**src/rtl/arb_4to1_32bit.sv**
```systemverilog
// rtl/arb_4to1_32bit.sv - round-robin 4:1 arbiter driving an external mux select, with a registered valid/ready output stage
module arb_4to1_32bit (
  input  logic        Clock,
  input  logic        Reset,
  input  logic [3:0]  Req,
  output logic [3:0]  Ack,
  output logic [1:0]  Select,
  input  logic [31:0] MuxOut,
  output logic [31:0] DataOut,
  output logic        DataValid,
  input  logic        DataReady
);

  typedef enum logic {
    IDLE    = 1'b0,
    CAPTURE = 1'b1
  } state_t;

  state_t      state;
  state_t      state_next;
  logic [1:0]  last_grant;
  logic [1:0]  winner;
  logic        slot_free;
  logic        capture;

  // The output register can take a word if it is empty or being drained this cycle.
  assign slot_free = !DataValid || DataReady;
  assign capture   = (state == CAPTURE) && slot_free;

  // Round-robin pick: scan from the channel after the last grant, wrapping mod 4.
  always_comb begin
    logic       found;
    logic [1:0] idx;
    winner = last_grant;
    found  = 1'b0;
    idx    = last_grant;
    for (int k = 1; k <= 4; k++) begin
      idx = last_grant + 2'(k);
      if (!found && Req[idx]) begin
        winner = idx;
        found  = 1'b1;
      end
    end
  end

  // Next-state logic: leave IDLE on any request, leave CAPTURE once the word is taken.
  always_comb begin
    state_next = state;
    case (state)
      IDLE:    if (Req != 4'b0000) state_next = CAPTURE;
      CAPTURE: if (slot_free)      state_next = IDLE;
      default: state_next = IDLE;
    endcase
  end

  // Acknowledge the selected channel exactly in the cycle its word is captured.
  always_comb begin
    Ack = 4'b0000;
    if (capture) Ack[Select] = 1'b1;
  end

  // State register, select register and output stage.
  always_ff @(posedge Clock) begin
    if (Reset) begin
      state      <= IDLE;
      last_grant <= 2'b11;
      Select     <= 2'b00;
      DataOut    <= 32'h0;
      DataValid  <= 1'b0;
    end else begin
      state <= state_next;
      // Select moves only on entry to CAPTURE so the mux output settles a full cycle before capture.
      if (state == IDLE && Req != 4'b0000) Select <= winner;
      if (capture) begin
        DataOut    <= MuxOut;
        DataValid  <= 1'b1;
        last_grant <= Select;
      end else if (DataValid && DataReady) begin
        DataValid <= 1'b0;
      end
    end
  end

endmodule

```
**config.mk**
```make
export PLATFORM = sky130hd
export DESIGN_NAME = arb_4to1_32bit
export DESIGN_NICKNAME = d
export VERILOG_FILES = /design/src/rtl/arb_4to1_32bit.sv
export SDC_FILE = /design/constraint.sdc
export NUM_CORES = 1
export LEC_CHECK = 0
export BUFFER_PORTS_ARGS = -buffer_cell sky130_fd_sc_hd__buf_2
export CAP_MARGIN = 20
export CORE_MARGIN = 5
export CORE_UTILIZATION = 48
export CTS_CLUSTER_DIAMETER = 120
export DETAILED_ROUTE_END_ITERATION = 16
export PLACE_DENSITY = 0.92
export SYNTH_ARGS = -nofsm -noshare
export SYNTH_HDL_FRONTEND = slang
export SYNTH_SLANG_ARGS = --single-unit
```
**constraint.sdc**
```tcl
create_clock -name Clock -period 2.15 [get_ports Clock]
set_input_delay 0.215 -clock Clock [delete_from_list [all_inputs] [get_ports Clock]]
set_output_delay 0.215 -clock Clock [all_outputs]
set_load 0.005 [all_outputs]
```
==> out/summary.json <==
{
  "status": "completed",
  "final_layout_size_suffix_gt1_share_pct": 36.9,
  "design.core.area_sq_um": 3100,
  "grt_antenna_before_repair": 0,
  "drtPass1Iterations": 4,
  "post_drt_wl_per_cell_um": 13.4,
  "clkSinkCount": 38,
  "leakagePower_nw": 0.912,
  "worst_slew_margin_rel_pct": 55.1,
  "postSynthRegisterBits": 38,
  "critical-path-slowest-cell": "dfxtp_1",
  "slew_viol_final": 0,
  "synthCells": 183,
  "postSynthAreaPerCell_sq_um": 8.55,
  "drv.max_cap_violation_count": 0,
  "rsz0062_at_grt": "no",
  "final_area_sq_um": 2010,
  "finish.net_count": 290,
  "cts.repair_timing.setup_buffer_count": 0,
  "design_power_total_w": 0.00151,
  "antenna_cells_inserted": 0,
  "hold_path_class": "in -> reg",
  "drt_drc_violations_left": 0,
  "placement.cell_area_sq_um": 1930,
  "area.growth.synth_to_final_pct": 28.4,
  "tritoncts": "yes",
  "cts_htree_levels": 2,
  "crit_fanout": 20,
  "route.detailed.vias_per_inst": 5.36,
  "clock.fmax_ghz": 0.534,
  "yosys_warnings": 0,
  "fp.dieArea_sq_um": 4500,
  "clock-root-buffer": "clkbuf_4",
  "timing.setup.critical_path_class": "reg -> out",
  "overflow": 0,
  "final_antenna_net_count": 0,
  "grt_start_max_net_pins": 40,
  "synth-seq-area-share_pct": 48.6,
  "critical_path.startpoint_type": "flop",
  "postCtsHoldBufs": 0,
  "fin_setup_tns_ps": 0,
  "min_period_ps": 1870,
  "detail_route.iter0.violations": 171,
  "synth_xor_xnor_area_share_pct": 0,
  "drt_wl_total_mm": 3.96,
  "pre_cts_slack_ps": 499,
  "cts_max_path_buffers": 2,
  "final_hold_viol_count": 0,
  "grt_pass1_vias": 1438,
  "timing.critical_path.cells": "nand2_1 > nor3b_1 > buf_2",
  "setup_viol": 0,
  "minimum_setup_slack_in_the_final_design_ps": 276,
  "starting_density_of_the_core_pct": 50.4,
  "post_synth_mux_area_share_pct": 1.28,
  "largest_family_of_logic_cells_by_synthesized_area": "compound AO/OA/AOI/OAI gates",
  "cp.required_ps": 1930,
  "ys_types": 31,
  "critPathCaptureType": "output pin",
  "routed-via-count": 1586,
  "synth.cell_area_sq_um": 1570,
  "cellPowerDensity_nw_per_um2": 750,
  "worst_setup_hold_path_clk_slew_ps": 110,
  "grt_pass1_wl_mm": 6.27,
  "dp_hpwl_mm": 2.70,
  "simple_gate_portion_of_the_synthesized_area_pct": 17.9,
  "synthesis.nets": 222,
  "port_buffers": 77,
  "numCtsBuffers": 5,
  "worst_ir_drop_vdd_v": 0.000507,
  "cp_data_arrival_time_ps": 1660,
  "min_period_over_period_pct": 87.2,
  "yosys.area_share.adder_pct": 0,
  "row_count": 20,
  "fin_util_pct": 64.8,
  "io_pins": 78,
  "tightest_slew_ps": 674,
  "clk_latency_ps": 330,
  "critPathMaxStageDelay_ps": 750,
  "synth_compound_gate_area_share_pct": 26.2,
  "chipWidth_um": 67.1,
  "gpl.final_weighted_congestion": 0.798,
  "postCtsResizedCells": 0,
  "worst_clock_skew_ps": 6.13,
  "die_y_um": 67.1,
  "groute.usage.overall_pct": 18.1
}
==> logic make-up after synthesis <==
logic type,after synthesis
flops,38
buf+inv,20
mux,2
compound gates,74
simple gates,49
==> cell type report <==
| class | count | area (sq um) |
|---|---|---|
| fill | 298 | 1090 |
| sequential | 38 | 761 |
| timing repair buffer | 79 | 400 |
| multi-input combinational | 125 | 711 |
| clock inverter | 1 | 30.0 |
| tap | 44 | 55.1 |
| inverter | 2 | 7.51 |
| clock buffer | 7 | 45.0 |
==> layout by cell type (no fill, tap or decap), types with 2 or more instances in the layout <==
| cell | synthesis | final |
|---|---|---|
| buf_4 | 1 | 2 |
| a211o_1 | 2 | 2 |
| dfxtp_1 | 38 | 38 |
| a21oi_1 | 34 | 34 |
| nand3_1 | 32 | 32 |
| buf_2 | 12 | 77 |
| o21ai_1 | 32 | 32 |
| nor2_1 | 3 | 3 |
| clkbuf_4 | 0 | 5 |
| nand2b_1 | 2 | 2 |
| mux2i_1 | 2 | 2 |
| clkbuf_1 | 3 | 2 |
| a211oi_1 | 2 | 2 |
==> path summary, 6_finish.rpt <==
check / from / to / slack [ps] / depth (start not counted)
worst min-delay path: MuxOut[13] / DataOut[13] / 120 / 3
worst min register to register: DataOut[7] / DataOut[7] / 480 / 2
worst max register to register: state / DataOut[18] / 520 / 3
worst max-delay path: state / Ack[1] / 280 / 3
==> per-layer routing <==
layer  share of wire [%]  up-vias  GRT usage, %
met2                  47       65          30.4
met1                  43      725          21.7
met4                0.33        0          4.56
li1                    -      794             -
met5                   0        -             0
met3                 9.6        2          6.75
==> through the flow <==
stage               cells  hold slack (ps)
floorplan             183              363
global placement      288              462
detailed placement    288              468
CTS                   296              107
global route          296             93.7
finish                296              118
==> state kept, by name, summed over array words and instances, names as in the netlist <==
| register | cells |
|---|---|
| DataOut | 32 |
| DataValid | 1 |
| last_grant | 2 |
| Select | 2 |
| state | 1 |
==> synth_stat cells <==
master	instances	area share [%]
buf_2	12	3.8
or2_2	1	0.40
a211o_1	2	1.1
and2b_2	1	0.56
or2b_1	1	0.48
mux2i_1	2	1.3
a222oi_1	1	0.64
buf_1	2	0.48
inv_2	1	0.24
or3_1	1	0.40
o21ba_2	1	0.64
and3_1	1	0.40
inv_1	1	0.24
nand2_1	1	0.24
o32ai_2	1	1.0
nand2b_1	2	0.80
and2_1	1	0.40
o21ai_1	32	10
a211oi_1	2	0.96
nor2b_1	1	0.40
o221a_2	1	0.72
nor3b_1	1	0.48
a21oi_1	34	11
buf_4	1	0.48
clkbuf_1	3	0.72
and3_4	1	0.72
nor2_1	3	0.72
nor3_1	1	0.32
nor4_4	1	1.4
dfxtp_1	38	49
nand3_1	32	10
==> worst max-delay path, delay by kind of cell (launching register included) <==
kind | cells | cell delay [ps]
buf+inv | 1 | 140
flops | 1 | 750
simple gates | 2 | 430
==> power by group <==
part	leakage (nW)	switching, W	internal [W]	total [W]
sequential	0.312	0.0000384	0.000755	0.000793
clock	0.0395	0.000219	0.000247	0.000465
combinational	0.561	0.000130	0.000118	0.000248
total	0.912	0.000387	0.00112	0.00151
No activity file was read; power rests on OpenSTA's default activity.
